--- src/rtl/instruction_loader_pkg.sv ---
// Shared types and constants for the UART program loader.
package instruction_loader_pkg;

  localparam int unsigned UART_DEFAULT_CLKS_PER_BIT = 434;
  localparam int unsigned MEM_ADDR_W                = 32;
  localparam int unsigned MEM_DATA_W                = 32;

  typedef enum logic [1:0] {LEN, DATA, WRITE, DONE} loader_state_t;
  typedef enum logic [1:0] {IDLE, START, BITS, STOP} uart_state_t;

endpackage

--- src/rtl/instruction_loader_if.sv ---
// Instruction-memory write port plus loader status, driven by the loader.
interface instruction_loader_if;
  import instruction_loader_pkg::*;

  logic [MEM_ADDR_W-1:0] byte_address;
  logic                  write_enable;
  logic [MEM_DATA_W-1:0] write_data;
  logic                  load_done;
  logic                  load_error;

  modport master (
    output byte_address, write_enable, write_data, load_done, load_error
  );
  modport slave (
    input  byte_address, write_enable, write_data, load_done, load_error
  );
endinterface

--- src/rtl/instruction_loader_uart_receiver.sv ---
// 8N1 UART receiver: 2-flop synchronizer, mid-bit sampling, 1-cycle result pulses.
module uart_receiver
  import instruction_loader_pkg::*;
#(
  parameter int unsigned CLKS_PER_BIT = UART_DEFAULT_CLKS_PER_BIT
) (
  input  logic       clk,
  input  logic       rst,
  input  logic       rx,
  output logic [7:0] rx_data,
  output logic       rx_valid,
  output logic       frame_error
);

  localparam int unsigned CNT_W = $clog2(CLKS_PER_BIT);
  localparam logic [CNT_W-1:0] CNT_LAST = CNT_W'(CLKS_PER_BIT - 1);
  localparam logic [CNT_W-1:0] CNT_MID  = CNT_W'(CLKS_PER_BIT / 2 - 1);

  logic             meta_q, sync_q, prev_q;
  uart_state_t      state_q, state_d;
  logic [CNT_W-1:0] cnt_q, cnt_d;
  logic [2:0]       bit_q, bit_d;
  logic [7:0]       shreg_q, shreg_d;
  logic             valid_q, valid_d;
  logic             ferr_q, ferr_d;

  always_comb begin
    state_d = state_q;
    cnt_d   = cnt_q;
    bit_d   = bit_q;
    shreg_d = shreg_q;
    valid_d = 1'b0;
    ferr_d  = 1'b0;
    case (state_q)
      IDLE: begin
        if (prev_q && !sync_q) begin
          state_d = START;
          cnt_d   = '0;
        end
      end
      START: begin
        // A line already back high at mid start bit is a glitch.
        if (cnt_q == CNT_MID) begin
          cnt_d   = '0;
          bit_d   = '0;
          state_d = sync_q ? IDLE : BITS;
        end else begin
          cnt_d = cnt_q + 1'b1;
        end
      end
      BITS: begin
        if (cnt_q == CNT_LAST) begin
          cnt_d   = '0;
          shreg_d = {sync_q, shreg_q[7:1]};
          if (bit_q == 3'd7) state_d = STOP;
          else               bit_d   = bit_q + 3'd1;
        end else begin
          cnt_d = cnt_q + 1'b1;
        end
      end
      STOP: begin
        if (cnt_q == CNT_LAST) begin
          cnt_d   = '0;
          valid_d = sync_q;
          ferr_d  = !sync_q;
          state_d = IDLE;
        end else begin
          cnt_d = cnt_q + 1'b1;
        end
      end
      default: state_d = IDLE;
    endcase
  end

  always_ff @(posedge clk or posedge rst) begin
    if (rst) begin
      meta_q  <= 1'b1;
      sync_q  <= 1'b1;
      prev_q  <= 1'b1;
      state_q <= IDLE;
      cnt_q   <= '0;
      bit_q   <= '0;
      shreg_q <= '0;
      valid_q <= 1'b0;
      ferr_q  <= 1'b0;
    end else begin
      meta_q  <= rx;
      sync_q  <= meta_q;
      prev_q  <= sync_q;
      state_q <= state_d;
      cnt_q   <= cnt_d;
      bit_q   <= bit_d;
      shreg_q <= shreg_d;
      valid_q <= valid_d;
      ferr_q  <= ferr_d;
    end
  end

  assign rx_data     = shreg_q;
  assign rx_valid    = valid_q;
  assign frame_error = ferr_q;

endmodule

--- src/rtl/instruction_loader.sv ---
// Receives a length-prefixed little-endian program image over UART and
// writes it word by word into instruction memory.
module instruction_loader
  import instruction_loader_pkg::*;
#(
  parameter int unsigned CLKS_PER_BIT = UART_DEFAULT_CLKS_PER_BIT,
  parameter int unsigned MEM_WORDS    = 1024
) (
  input  logic                 clk,
  input  logic                 rst,
  input  logic                 uart_rx,
  instruction_loader_if.master mem
);

  logic [7:0] rx_data;
  logic       rx_valid;
  logic       frame_error;

  uart_receiver #(
    .CLKS_PER_BIT(CLKS_PER_BIT)
  ) u_rx (
    .clk        (clk),
    .rst        (rst),
    .rx         (uart_rx),
    .rx_data    (rx_data),
    .rx_valid   (rx_valid),
    .frame_error(frame_error)
  );

  loader_state_t         state_q, state_d;
  logic [1:0]            byte_cnt_q, byte_cnt_d;
  logic [31:0]           len_q, len_d;
  logic [MEM_DATA_W-1:0] word_q, word_d;
  logic [31:0]           idx_q, idx_d;
  logic                  we_q, we_d;
  logic [MEM_ADDR_W-1:0] addr_q, addr_d;
  logic [MEM_DATA_W-1:0] data_q, data_d;
  logic                  err_q, err_d;

  always_comb begin
    state_d    = state_q;
    byte_cnt_d = byte_cnt_q;
    len_d      = len_q;
    word_d     = word_q;
    idx_d      = idx_q;
    we_d       = 1'b0;
    addr_d     = addr_q;
    data_d     = data_q;
    err_d      = err_q;
    case (state_q)
      LEN: begin
        if (frame_error) begin
          err_d = 1'b1;
        end else if (rx_valid) begin
          len_d      = {rx_data, len_q[31:8]};
          byte_cnt_d = byte_cnt_q + 2'd1;
          if (byte_cnt_q == 2'd3) begin
            idx_d   = '0;
            state_d = (len_d == '0) ? DONE : DATA;
          end
        end
      end
      DATA: begin
        if (frame_error) begin
          err_d = 1'b1;
        end else if (rx_valid) begin
          word_d     = {rx_data, word_q[MEM_DATA_W-1:8]};
          byte_cnt_d = byte_cnt_q + 2'd1;
          // Strobe registered here so it is visible during the WRITE cycle.
          if (byte_cnt_q == 2'd3) begin
            state_d = WRITE;
            if (idx_q < MEM_WORDS) begin
              we_d   = 1'b1;
              addr_d = {idx_q[29:0], 2'b00};
              data_d = word_d;
            end else begin
              err_d = 1'b1;
            end
          end
        end
      end
      WRITE: begin
        idx_d   = idx_q + 32'd1;
        state_d = (idx_d == len_q) ? DONE : DATA;
      end
      DONE: ;
      default: state_d = DONE;
    endcase
  end

  always_ff @(posedge clk or posedge rst) begin
    if (rst) begin
      state_q    <= LEN;
      byte_cnt_q <= '0;
      len_q      <= '0;
      word_q     <= '0;
      idx_q      <= '0;
      we_q       <= 1'b0;
      addr_q     <= '0;
      data_q     <= '0;
      err_q      <= 1'b0;
    end else begin
      state_q    <= state_d;
      byte_cnt_q <= byte_cnt_d;
      len_q      <= len_d;
      word_q     <= word_d;
      idx_q      <= idx_d;
      we_q       <= we_d;
      addr_q     <= addr_d;
      data_q     <= data_d;
      err_q      <= err_d;
    end
  end

  assign mem.byte_address = addr_q;
  assign mem.write_enable = we_q;
  assign mem.write_data   = data_q;
  assign mem.load_done    = (state_q == DONE);
  assign mem.load_error   = err_q;

endmodule
--- src/flat_wrapper.sv ---
// flat-port wrapper written by rule: the top's interface ports become plain ports
module instruction_loader_flat import instruction_loader_pkg::*;
#(
  parameter int unsigned CLKS_PER_BIT = UART_DEFAULT_CLKS_PER_BIT,
  parameter int unsigned MEM_WORDS    = 1024
)
  (clk, rst, uart_rx, mem_byte_address, mem_write_enable, mem_write_data, mem_load_done, mem_load_error);
  instruction_loader_if mem_i ();
  input  logic clk;
  input  logic rst;
  input  logic uart_rx;
  output wire logic [$bits(mem_i.byte_address)-1:0] mem_byte_address;
  output wire logic [$bits(mem_i.write_enable)-1:0] mem_write_enable;
  output wire logic [$bits(mem_i.write_data)-1:0] mem_write_data;
  output wire logic [$bits(mem_i.load_done)-1:0] mem_load_done;
  output wire logic [$bits(mem_i.load_error)-1:0] mem_load_error;
  assign mem_byte_address = mem_i.byte_address;
  assign mem_write_enable = mem_i.write_enable;
  assign mem_write_data = mem_i.write_data;
  assign mem_load_done = mem_i.load_done;
  assign mem_load_error = mem_i.load_error;
  instruction_loader #(.CLKS_PER_BIT(CLKS_PER_BIT), .MEM_WORDS(MEM_WORDS)) u_core (.clk(clk), .rst(rst), .uart_rx(uart_rx), .mem(mem_i));
endmodule
--- config.mk ---
export PLATFORM = sky130hd
export DESIGN_NAME = instruction_loader_flat
export DESIGN_NICKNAME = d
export VERILOG_FILES = /design/src/rtl/instruction_loader_pkg.sv /design/src/rtl/instruction_loader_if.sv /design/src/rtl/instruction_loader_uart_receiver.sv /design/src/rtl/instruction_loader.sv /design/src/flat_wrapper.sv
export SDC_FILE = /design/constraint.sdc
export NUM_CORES = 1
export LEC_CHECK = 0
export CORE_MARGIN = 2
export CORE_UTILIZATION = 25
export DETAILED_ROUTE_END_ITERATION = 10
export MAX_ROUTING_LAYER = met4
export PLACE_DENSITY_LB_ADDON = 0.2
export SYNTH_ARGS = -nofsm -noshare
export SYNTH_HDL_FRONTEND = slang
export SYNTH_SLANG_ARGS = --single-unit
--- constraint.sdc ---
create_clock -name clk -period 17.2 [get_ports clk]
set_input_delay 3.44 -clock clk [delete_from_list [all_inputs] [get_ports clk]]
set_output_delay 3.44 -clock clk [all_outputs]
set_load 0.05 [all_outputs]
==> Implementation_results.wiki, run 1 <==
{| class="wikitable"
! Metric !! Value
|-
| Number of warnings reported in the yosys synthesis log || 0
|-
| Count of mapped cells out of synthesis || 809
|-
| Width of the chip || 192 um
|-
| Stage reached || detailed routing
|-
| Boundary pin count || 70
|-
| Clock Sink Count || 183
|-
| Buffers added on ports || 67
|-
| Flip-flop cell with the highest count after synthesis || dfrtp_1
|-
| Largest net degree at the start of global routing || 115
|-
| Number of enable-type register cells in the synthesized netlist || 0
|-
| Overall track demand over capacity in global routing || 12.6%
|-
| Half-perimeter wire length after detailed placement || 14500 um
|-
| Post-synthesis sequential area ratio || 51.9%
|-
| Routability-driven placement congestion ratio || 0.804
|-
| Share of synthesized registers carrying an async set or reset || 100%
|-
| Die span in y || 192 um
|-
| Gates resized, CTS repair || 0
|-
| Result of the run || aborted with a tool error
|-
| First-pass GRT wire length || 35600 um
|-
| Number of global-route vias before repair || 6097
|-
| H-tree Lvls || 4
|-
| Grt total ovfl || 0
|-
| Number of buffers on the longest clock path || 2
|-
| Root Driver || clkbuf_16
|-
| Post-CTS Repair Setup Buffers || 0
|-
| Core Rows || 68
|-
| Number of antenna violations at the first check in global routing || 0
|-
| Placement Setup Slack || 11.57 ns
|-
| Summed instance area of the synthesized netlist || 0.00883 mm^2
|-
| Synthesized area per cell || 10.9 um^2
|-
| Synth unique cells || 59
|-
| Initial core utilization || 25.5%
|-
| Cts-stage hold buffer count || 0
|-
| Number of flip-flops and latches in the synthesized netlist || 183
|-
| Clock buffers created by TritonCTS || 17
|-
| Error message || [ERROR DRT-0255] Maze Route cannot find path of net clk in worker of routeBox ( 144900 0 ) ( 191985 48300 ).
|}
cells by family after synthesis:
family                     count (synthesis)  synth area share, %
and+or+nand+nor                          258                 16.0
DFF                                      183                 51.9
AOI/OAI and AO/OA                        139                 9.47
muxes                                    108                 13.7
buffers and inverters                     69                 3.34
xor gates and xnor gates                  39                 3.87
adders and majority gates                 12                 1.70
other                                      1               0.0424
cells in the mapped netlist (17+ instances only):
library cell  number  area, um^2
xnor2_1           23         201
inv_1             17        63.8
nor3_1            20         100
nand2_1           56         210
mux2_2           104        1170
o21ai_0           62         310
dfrtp_1          180        4500
nor2b_1           24         150
nand3_1           25         125
a21oi_1           23         115
nor4_1            17         106
nor2_1            33         124
clkbuf_1          30         113
routing by layer:
metal and track usage (%):
met2 17.9, met3 2.48, met5 -, met4 3.79
met1 18.2
stage by stage:
stage	area [um^2]	hold WS, ns	cells	utilization, %
floorplan	8840	0.345	810	-
global placement	9910	0.349	1285	28.6
detailed placement	9910	0.347	1285	28.6
CTS	10500	0.370	1317	30.4
global route	10500	0.380	1317	30.4
==> run 2, diff against run 1 <==
CORE_UTILIZATION = 20   (was 25)
MAX_ROUTING_LAYER = not set   (was met4)
PLACE_DENSITY_LB_ADDON = 0.15   (was 0.2)
==> run 2 against run 1 <==
The flow now finishes without violations; synthesized cell count did not move; global-route usage fell by 1.9 points; synthesized area did not move.
==> Implementation_results.wiki, run 2 <==
{| class="wikitable"
! Metric !! Value
|-
| Floorplan core area || 0.0439 mm^2
|-
| Clock Sink Count || 183 (unchanged)
|-
| Initial core utilization || 20.1% (was 25.5%)
|-
| Count of routing violations after the opening detailed-route iteration || 374
|-
| Final setup violation count || 0
|-
| Arr. time, crit path || 1.89 ns
|-
| Largest net degree at the start of global routing || 111 (was 115)
|-
| Maxcap violations || 0
|-
| Boundary pin count || 70 (unchanged)
|-
| Number of flip-flops and latches in the synthesized netlist || 183 (unchanged)
|-
| Count of mapped cells out of synthesis || 809 (unchanged)
|-
| Initial DRT Pass Iterations || 4
|-
| Final period demand of the worst path || 5.33 ns
|-
| Unrepaired setup endpoints after global routing || false
|-
| Synthesized area per cell || 10.9 um^2 (unchanged)
|-
| Slew at the pin closest to its max-slew limit || 1.02 ns
|-
| Number of enable-type register cells in the synthesized netlist || 0 (unchanged)
|-
| Cts-stage hold buffer count || 0 (unchanged)
|-
| Overall track demand over capacity in global routing || 10.7% (was 12.6%)
|-
| Main combinational cell family by area after synthesis || simple AND/OR/NAND/NOR gates (unchanged)
|-
| Proportion of netlist area held by the largest area contributor || 51.0% (unchanged)
|-
| ANT cells || 0
|-
| Via total after detailed routing || 6230
|-
| Die span in y || 214 um (was 192 um)
|-
| Cell-internal power || 0.000673 W
|-
| Number of warnings reported in the yosys synthesis log || 0 (unchanged)
|-
| Setup CP Type || reg2out
|-
| Share of synthesized registers carrying an async set or reset || 100% (unchanged)
|-
| Grt total ovfl || 0 (unchanged)
|-
| Core Rows || 77 (was 68)
|-
| HP Class || reg2reg
|-
| Adder-Cell Fraction of Synth Area || 1.70% (unchanged)
|-
| Logic pwr share || 3.7%
|-
| Kind of launch point of the worst setup path || flip-flop
|-
| Worst vdd ir || 64.0 uV
|-
| Post-layout nets || 865
|-
| Width of the chip || 214 um (was 192 um)
|-
| Number of antenna violations at the first check in global routing || 0 (unchanged)
|-
| Power Density || 84.3 mW/mm^2
|-
| Number of nets still failing antenna checks after routing || 0
|-
| Total die area || 0.0459 mm^2
|-
| Vias per cell || 4.28
|-
| Most common library cell in the layout ignoring fill and taps || dfrtp_1
|-
| Fill count || 4717
|-
| Avg WL per Cell || 16.5 um
|-
| Most area-consuming cells after synthesis || dfrtp_1, mux2_2, o21ai_0, nand2_1, xnor2_1 (unchanged)
|-
| Share of synthesized cell area in and, or, nand and nor gates || 16.0% (unchanged)
|-
| Final worst path period share || 31.0%
|-
| Static power due to leakage || 4.66 nW
|-
| TritonCTS clock tree || yes
|-
| Clock buffers created by TritonCTS || 17 (unchanged)
|-
| Sw frac || 25.4%
|-
| Half-perimeter wire length after detailed placement || 15900 um (was 14500 um)
|-
| CP Capture Type || output pin
|-
| Worst slack on hold paths || 0.357 ns
|-
| Post-synthesis share of cell area spent on xor and xnor gates || 3.87% (unchanged)
|-
| Commonest cells post-synth || dfrtp_1, mux2_2, o21ai_0 (unchanged)
|-
| Most frequent cells in the layout || dfrtp_1, mux2_2, clkdlybuf4s50_1
|-
| Compound-cell area share of the yosys netlist || 9.47% (unchanged)
|-
| Library cell occupying the most area in the post-synthesis netlist || dfrtp_1 (unchanged)
|-
| Worst-Skew Late Latency || 0.45 ns
|-
| Remaining design rule violation count || 0
|-
| Post-CTS Repair Setup Buffers || 0 (unchanged)
|-
| Net switching component of the power || 0.000229 W
|-
| Post-synthesis sequential area ratio || 51.9% (unchanged)
|-
| Post-synthesis mux area share || 13.7% (unchanged)
|-
| Crit path required time || 13.76 ns
|-
| Total count of max-transition violations in the final report || 0
|-
| Proportion of power drawn by the clock network || 47.0%
|-
| Worst-path maximum fanout || 5
|-
| Routability-driven placement congestion ratio || 0.769 (was 0.804)
|-
| Achievable clock frequency || 187 MHz
|-
| Number of global-route vias before repair || 6449 (was 6097)
|-
| Remaining max-slew budget at the tightest pin || 31.8%
|-
| Total Power Consumption || 0.000903 W
|-
| Flip-flop cell with the highest count after synthesis || dfrtp_1 (unchanged)
|-
| Root Driver || clkbuf_16 (unchanged)
|-
| Most common cell in the netlist || dfrtp_1 (unchanged)
|-
| Clk pin slew, worst setup/hold paths || 0.07 ns
|-
| Total wire length || 24000 um
|-
| Fraction of layout cells with a size suffix above 1 || 18.0%
|-
| Worst setup skew after layout || 0.0122 ns
|-
| Layout overhead on the synthesized area || 21.2%
|-
| Setup total negative slack || 0 ns
|-
| Summed instance area of the synthesized netlist || 0.00883 mm^2 (unchanged)
|-
| First-pass GRT wire length || 39000 um (was 35600 um)
|-
| H-tree Lvls || 4 (unchanged)
|-
| Synth unique cells || 59 (unchanged)
|-
| Buffers added on ports || 67 (unchanged)
|-
| Final Hold Viols || 0
|-
| Result of the run || finished, final reports clean (was aborted with a tool error)
|-
| Gates resized, CTS repair || 0 (unchanged)
|-
| Sequential Power Share || 49.3%
|-
| Number of buffers on the longest clock path || 2 (unchanged)
|}
-- run 2: cell families (layout without fill, tap and decap cells) --
group,Yosys count,after routing
xor gates and xnor gates,39,39
and+or+nand+nor,258,258
muxes,108,108
buffers and inverters,69,122
DFF,183,183
adders and majority gates,12,12
other,1,2
AOI/OAI and AO/OA,139,139
-- run 2: final timing paths --
check	depth (start not counted)	slack (ns)	endpoint	startpoint
min in group asynchronous	2	3.55	u_core.mem.write_data[8]	rst
worst max register to register	9	13.08	u_core.state_q[1]	u_core.idx_q[0]
max in group asynchronous	3	12.13	u_core.idx_q[7]	rst
worst min-delay path	0	0.36	u_core.u_rx.sync_q	u_core.u_rx.meta_q
worst max-delay path	2	11.87	mem_load_done	u_core.state_q[0]
worst min register to register	0	0.36	u_core.u_rx.sync_q	u_core.u_rx.meta_q
-- run 2: critical path, cell delays in order, from the launching register on --
cell,delay [ns]
dfrtp_1,0.42
ha_1,0.21
clkdlybuf4s50_1,0.82
-- run 2: power by group through the flow --
stage	Sequential, W	Clock [W]	Combinational, W
after floorplan	0.000451	0	0.0000267
after CTS	0.000445	0.000441	0.0000352
after detailed placement	0.000454	0	0.0000351
after global routing	0.000447	0.000458	0.0000395
after global placement	0.000454	0	0.0000343
final	0.000445	0.000424	0.0000336
-- run 2: area by class of cell --
cell class,instances,area [um^2],area share [%]
inverters,17,71.3,0.666
well taps,592,741,6.92
multi-input cells,558,3980,37.1
repair buffers,73,716,6.68
clock buffers,18,439,4.10
flip-flops and latches,183,4580,42.8
clock inverters,14,181,1.69
-- run 2: through the flow --
stage | std cells | setup slack [ns] | area [um^2] | util [%]
detailed placement | 1423 | 11.48 | 10100 | 23.0
global placement | 1423 | 11.47 | 10100 | 23.0
finish | 1455 | 11.87 | 10700 | 24.4
global route | 1455 | 11.74 | 10700 | 24.4
CTS | 1455 | 11.81 | 10700 | 24.4
floorplan | 810 | 8.79 | 8840 | -
-- run 2: per-layer routing --
layer	vias up	part of all wire, %	GRT usage [%]
li1	2983	-	-
met1	3118	50	15.0
met2	110	45	16.3
met3	19	4.1	2.87
met4	0	1.4	3.06
met5	-	0	0
Power figures use the tool's default switching activity.
==> run 3, diff against run 2 <==
clock period = 5.47 ns   (was 17.2 ns; I/O delays follow)
==> run 3 against run 2 <==
Hold slack barely moved; critical endpoint is now u_core.state_q[1]; largest power group unchanged; clock skew about the same; highest routed layer unchanged; first-iteration DRC count decreased by 14%; critical path depth rose by 7; critical path type is now reg2reg.
==> Implementation_results.wiki, run 3 (synthesis gave the netlist of run 2 again) <==
{| class="wikitable"
! Metric !! Value
|-
| Via total after detailed routing || 6287 (was 6230)
|-
| First-pass GRT wire length || 39100 um (was 39000 um)
|-
| Met3 Resource Use GR || 2.50% (was 2.87%)
|-
| Number of instances on the worst hold path || 0 (unchanged)
|-
| Final worst path period share || 67.9%
|-
| Count of routing violations after the opening detailed-route iteration || 320 (was 374)
|-
| Core Rows || 77 (unchanged)
|-
| Overall track demand over capacity in global routing || 10.9% (was 10.7%)
|-
| Number of buffers on the longest clock path || 2 (unchanged)
|-
| Initial core utilization || 20.1% (unchanged)
|-
| Total count of max-transition violations in the final report || 0 (unchanged)
|-
| Post-layout utilization of the core || 24.4% (about the same)
|-
| Clk pin slew, worst setup/hold paths || 0.07 ns (about the same)
|-
| Worst reg-to-reg setup slack || 1.76 ns (was 13.08 ns)
|-
| H-tree Lvls || 4 (unchanged)
|-
| Grt total ovfl || 0 (unchanged)
|-
| Total die area || 0.0459 mm^2 (unchanged)
|-
| Worst-Skew Late Latency || 0.45 ns (about the same)
|-
| Die span in y || 214 um (unchanged)
|-
| Static power due to leakage || 4.65 nW (was 4.66 nW)
|-
| Initial DRT Pass Iterations || 5 (was 4)
|-
| Floorplan core area || 0.0439 mm^2 (unchanged)
|-
| Most numerous cell on the critical path || or4_1
|-
| Width of the chip || 214 um (unchanged)
|-
| Reg2reg path depth || 9 (unchanged)
|-
| Fill count || 4759 (was 4717)
|-
| CP Capture Type || flip-flop (was output pin)
|-
| Worst-path maximum fanout || 14 (was 5)
|-
| ANT cells || 0 (unchanged)
|-
| Clock Sink Count || 183 (unchanged)
|-
| Most frequent cells in the layout || dfrtp_1, mux2_2, clkdlybuf4s50_1 (unchanged)
|-
| Arr. time, crit path || 4.07 ns (was 1.89 ns)
|-
| Layout Cell Area excl Fill || 0.0107 mm^2 (about the same)
|-
| Capturing point of the worst reg2reg path || u_core.state_q[1] (unchanged)
|-
| Worst setup skew after layout || 0.0125 ns (was 0.0122 ns)
|-
| Routability-driven placement congestion ratio || 0.784 (was 0.769)
|-
| Achievable clock frequency || 269 MHz
|-
| Setup CP Type || reg2reg (was reg2out)
|-
| Final period demand of the worst path || 3.71 ns
|-
| Buffers added on ports || 67 (unchanged)
|-
| Final setup violation count || 0 (unchanged)
|-
| Number of nets still failing antenna checks after routing || 0 (unchanged)
|-
| CP max stage cell || or4_1 (was clkdlybuf4s50_1)
|-
| Boundary pin count || 70 (unchanged)
|-
| GR Util met1 || 14.7% (was 15.0%)
|-
| Worst vdd ir || 194 uV (was 64.0 uV)
|-
| Clock buffers created by TritonCTS || 17 (unchanged)
|-
| Remaining design rule violation count || 0 (unchanged)
|-
| Crit path required time || 5.83 ns (was 13.76 ns)
|-
| Gates resized, CTS repair || 0 (unchanged)
|-
| Total Power Consumption || 0.00277 W (was 0.000903 W)
|-
| Dpl cell area || 0.0101 mm^2 (about the same)
|-
| Number of buffers and inverters on the critical path || 0 (was 1)
|-
| Power Density || 258 mW/mm^2 (was 84.3 mW/mm^2)
|-
| Slew at the pin closest to its max-slew limit || 0.987 ns (was 1.02 ns)
|-
| Kind of launch point of the worst setup path || flip-flop (unchanged)
|-
| Fraction of met2 tracks used by global routing || 17.1% (was 16.3%)
|-
| Number of global-route vias before repair || 6449 (unchanged)
|-
| HP Class || reg2reg (unchanged)
|-
| Total wire length || 24000 um (about the same)
|-
| Remaining max-slew budget at the tightest pin || 34.2% (was 31.8%)
|-
| Most common library cell in the layout ignoring fill and taps || dfrtp_1 (unchanged)
|-
| Setup total negative slack || 0 ns (unchanged)
|-
| Post-CTS Repair Setup Buffers || 0 (unchanged)
|-
| Routing layer with the top usage in global route || met2 (unchanged)
|-
| Result of the run || finished, final reports clean (unchanged)
|-
| Unrepaired setup endpoints after global routing || false (unchanged)
|-
| Number of antenna violations at the first check in global routing || 0 (unchanged)
|-
| Maxcap violations || 0 (unchanged)
|-
| Layout overhead on the synthesized area || 21.3% (was 21.2%)
|-
| Avg WL per Cell || 16.5 um (about the same)
|-
| Half-perimeter wire length after detailed placement || 16600 um (was 15900 um)
|-
| Reg-to-reg startpoint || u_core.idx_q[0] (unchanged)
|-
| Startpoint of the most critical hold path || u_core.u_rx.meta_q (unchanged)
|-
| Cts-stage hold buffer count || 0 (unchanged)
|-
| Post-layout nets || 868 (was 865)
|-
| Worst slack on hold paths || 0.357 ns (about the same)
|-
| Worst path cell trace || ha_1 -> and3_1 -> nand3_1 -> or4_1 -> a22o_1 -> or4_1 -> nor4_1 -> a41oi_1 -> nor3_1 (was ha_1 -> clkdlybuf4s50_1)
|-
| Gate family responsible for the most delay along the worst path || simple AND/OR/NAND/NOR gates (was buffers and inverters)
|-
| Fraction of layout cells with a size suffix above 1 || 18.2% (was 18.0%)
|-
| Root Driver || clkbuf_16 (unchanged)
|-
| Final Hold Viols || 0 (unchanged)
|-
| Largest stage delay on the critical path || 0.67 ns (was 0.82 ns)
|-
| Vias per cell || 4.31 (was 4.28)
|-
| End of the worst hold path || u_core.u_rx.sync_q (unchanged)
|-
| TritonCTS clock tree || yes (unchanged)
|-
| Largest net degree at the start of global routing || 72 (was 111)
|}
-- run 3: where the power goes --
group / internal, W / switching (W) / total, W / leakage, nW
Sequential: 0.00137 / 0.0000260 / 0.00140 / 2.54
Clock: 0.000647 / 0.000614 / 0.00126 / 0.277
Combinational: 0.0000361 / 0.0000703 / 0.000106 / 1.84
-- run 3: stage by stage --
stage,worst slack (ns),cells
floorplan,2.03,810
global placement,1.87,1426
detailed placement,1.77,1426
CTS,1.74,1458
global route,1.44,1458
finish,1.76,1458
-- run 3: per-layer routing --
layer / part of all wire (%) / routed length (um)
met2: 46 / 10900
met4: 1.5 / 359
met1: 49 / 11800
met3: 4.0 / 964
met5: 0 / 0
-- run 3: area by class of cell --
cell class	instances	area (um^2)	area share [%]
Sequential cell	183	4580	42.8
Multi-Input combinational cell	558	3980	37.1
Timing Repair Buffer	76	763	7.12
Tap cell	592	741	6.91
Clock buffer	17	425	3.97
Clock inverter	15	161	1.51
Inverter	17	67.6	0.630
-- run 3: worst max-delay path by stage --
| stage | cells after the start | end | slack, ns | from |
|---|---|---|---|---|
| floorplan | 1 | async pin | 2.03 | rst |
| global placement | 9 | u_core.state_q[1] | 1.87 | u_core.idx_q[0] |
| detailed placement | 9 | u_core.state_q[1] | 1.77 | u_core.idx_q[0] |
| CTS | 9 | u_core.state_q[1] | 1.74 | u_core.idx_q[0] |
| global route | 9 | u_core.state_q[1] | 1.44 | u_core.idx_q[0] |
| finish | 9 | u_core.state_q[1] | 1.76 | u_core.idx_q[0] |
==> run 4, diff against run 3 <==
clock period = 3.4 ns   (was 5.47 ns; I/O delays follow)
==> run 4 against run 3 <==
Setup slack got worse by 1.5 ns; clock skew decreased by 0.0023 ns; hold slack improved by 0.0018 ns; fmax increased by 18%; wire length increased by 4.6%; critical path depth unchanged; clock power increased by 75%; non-clock buffer count increased by 44; global-route usage increased by 0.42 points; register-to-register slack got worse by 1.5 ns; via count increased by 2.0%; largest power group unchanged.
==> Implementation_results.wiki, run 4 (synthesis gave the netlist of run 2 again) <==
{| class="wikitable"
! Metric !! Value
|-
| Final setup violation count || 0 (unchanged)
|-
| Sequential Power Share || 48.5% (was 50.6%)
|-
| Achievable clock frequency || 317 MHz (was 269 MHz)
|-
| Worst-path maximum fanout || 7 (was 14)
|-
| Root Driver || clkbuf_16 (unchanged)
|-
| Most common library cell in the layout ignoring fill and taps || dfrtp_1 (unchanged)
|-
| Cell-internal power || 0.00349 W (was 0.00206 W)
|-
| Largest net degree at the start of global routing || 52 (was 72)
|-
| ANT cells || 0 (unchanged)
|-
| Crit path required time || 3.77 ns (was 5.83 ns)
|-
| Proportion of power drawn by the clock network || 47.6% (was 45.6%)
|-
| Number of antenna violations at the first check in global routing || 0 (unchanged)
|-
| Via total after detailed routing || 6414 (was 6287)
|-
| Total wire length || 25100 um (was 24000 um)
|-
| Final period demand of the worst path || 3.15 ns (was 3.71 ns)
|-
| Width of the chip || 214 um (unchanged)
|-
| Reg2reg path depth || 9 (unchanged)
|-
| Maxcap violations || 0 (unchanged)
|-
| Logic pwr share || 3.8% (about the same)
|-
| Clk pin slew, worst setup/hold paths || 0.08 ns (was 0.07 ns)
|-
| Post-CTS Repair Setup Buffers || 0 (unchanged)
|-
| Result of the run || finished, final reports clean (unchanged)
|-
| Total count of max-transition violations in the final report || 0 (unchanged)
|-
| TritonCTS clock tree || yes (unchanged)
|-
| Number of global-route vias before repair || 6716 (was 6449)
|-
| Layout Cell Area excl Fill || 0.0111 mm^2 (was 0.0107 mm^2)
|-
| Core Rows || 77 (unchanged)
|-
| CP Capture Type || flip-flop (unchanged)
|-
| Dpl cell area || 0.0105 mm^2 (was 0.0101 mm^2)
|-
| Total die area || 0.0459 mm^2 (unchanged)
|-
| Avg WL per Cell || 16.7 um (was 16.5 um)
|-
| Most frequent cells in the layout || dfrtp_1, mux2_2, clkdlybuf4s50_1 (unchanged)
|-
| Initial DRT Pass Iterations || 5 (unchanged)
|-
| Initial core utilization || 20.1% (unchanged)
|-
| First-pass GRT wire length || 40500 um (was 39100 um)
|-
| Clock buffers created by TritonCTS || 17 (unchanged)
|-
| Kind of launch point of the worst setup path || flip-flop (unchanged)
|-
| Worst vdd ir || 371 uV (was 194 uV)
|-
| Routability-driven placement congestion ratio || 0.811 (was 0.784)
|-
| Number of instances on the worst hold path || 0 (unchanged)
|-
| Final Hold Viols || 0 (unchanged)
|-
| Half-perimeter wire length after detailed placement || 17600 um (was 16600 um)
|-
| Buffers added on ports || 67 (unchanged)
|-
| Non-filler cells in the finished layout || 1502 (was 1458)
|-
| Post-placement cell count || 1470 (was 1426)
|-
| Sw frac || 24.8% (was 25.7%)
|-
| Count of routing violations after the opening detailed-route iteration || 310 (was 320)
|-
| Power Density || 417 mW/mm^2 (was 258 mW/mm^2)
|-
| Overall track demand over capacity in global routing || 11.3% (was 10.9%)
|-
| Remaining max-slew budget at the tightest pin || 34.1% (was 34.2%)
|-
| H-tree Lvls || 4 (unchanged)
|-
| Grt total ovfl || 0 (unchanged)
|-
| Clock Sink Count || 183 (unchanged)
|-
| Net switching component of the power || 0.00115 W (was 0.000710 W)
|-
| Die span in y || 214 um (unchanged)
|-
| Unrepaired setup endpoints after global routing || false (unchanged)
|-
| Post-layout nets || 912 (was 868)
|-
| Number of nets still failing antenna checks after routing || 0 (unchanged)
|-
| Worst-Skew Late Latency || 0.46 ns (was 0.45 ns)
|-
| Slew at the pin closest to its max-slew limit || 0.988 ns (was 0.987 ns)
|-
| Arr. time, crit path || 3.52 ns (was 4.07 ns)
|-
| Post-layout utilization of the core || 25.3% (was 24.4%)
|-
| Setup total negative slack || 0 ns (unchanged)
|-
| HP Class || reg2reg (unchanged)
|-
| Fraction of layout cells with a size suffix above 1 || 22.2% (was 18.2%)
|-
| Setup CP Type || reg2reg (unchanged)
|-
| Remaining design rule violation count || 0 (unchanged)
|-
| Layout overhead on the synthesized area || 25.9% (was 21.3%)
|-
| Final worst path period share || 92.6% (was 67.9%)
|-
| Worst setup skew after layout || 0.0102 ns (was 0.0125 ns)
|-
| Floorplan core area || 0.0439 mm^2 (unchanged)
|-
| Number of buffers on the longest clock path || 2 (unchanged)
|-
| Vias per cell || 4.27 (was 4.31)
|-
| Static power due to leakage || 4.93 nW (was 4.65 nW)
|-
| Boundary pin count || 70 (unchanged)
|}
[run 4: power by group through the flow]
| stage | clock network [W] | registers, W | logic [W] |
|---|---|---|---|
| floorplan | 0 | 0.00228 | 0.000136 |
| global placement | 0 | 0.00229 | 0.000187 |
| detailed placement | 0 | 0.00229 | 0.000186 |
| CTS | 0.00230 | 0.00225 | 0.000187 |
| global route | 0.00238 | 0.00226 | 0.000212 |
| finish | 0.00221 | 0.00225 | 0.000178 |
[run 4: routing by layer]
| metal | vias to the layer above | track usage, % | part of all wire (%) |
|---|---|---|---|
| met3 | 25 | 2.92 | 4.1 |
| met2 | 106 | 17.4 | 45 |
| li1 | 3073 | - | - |
| met5 | - | 0 | 0 |
| met4 | 0 | 3.33 | 1.6 |
| met1 | 3210 | 15.5 | 50 |
[run 4: path summary, 6_finish.rpt]
path	from	end	slack, ns
max	u_core.idx_q[0]	u_core.state_q[1]	0.25
min	u_core.u_rx.meta_q	u_core.u_rx.sync_q	0.36
max reg2reg	u_core.idx_q[0]	u_core.state_q[1]	0.25
min reg2reg	u_core.u_rx.meta_q	u_core.u_rx.sync_q	0.36
max in group asynchronous	rst	u_core.u_rx.meta_q	1.95
min in group asynchronous	rst	u_core.u_rx.cnt_q[3]	0.69
[run 4: through the flow]
step / total power [W] / worst slack, ns / hold WS, ns
2_1_floorplan: 0.00242 / 0.372 / 0.345
3_3_place_gp: 0.00248 / 0.294 / 0.348
3_5_place_dp: 0.00248 / 0.202 / 0.350
4_1_cts: 0.00473 / 0.205 / 0.361
5_1_grt: 0.00485 / 0.0445 / 0.363
6_report: 0.00464 / 0.250 / 0.359
[run 4: critical path, cell delays in order (launching register included)]
cell	delay (ns)
dfrtp_1	0.35
ha_1	0.30
nand3_4	0.10
or4_1	0.54
or3_1	0.36
a22o_1	0.23
or4_1	0.44
nor4_1	0.38
a41oi_1	0.17
nor3_1	0.19
[run 4: cell type report]
cell class	instances	area, um^2
fill	4715	32800
sequential	183	4580
multi-input combinational	558	3980
timing repair buffer	120	1120
tap	592	741
clock buffer	18	439
clock inverter	14	201
inverter	17	67.6
[run 4: timing repair]
| item | in CTS | in global routing |
|---|---|---|
| hold buffers | 0 | 0 |
| resized for setup | 0 | 1 |
| endpoints found under the setup margin | 0 | 1 |
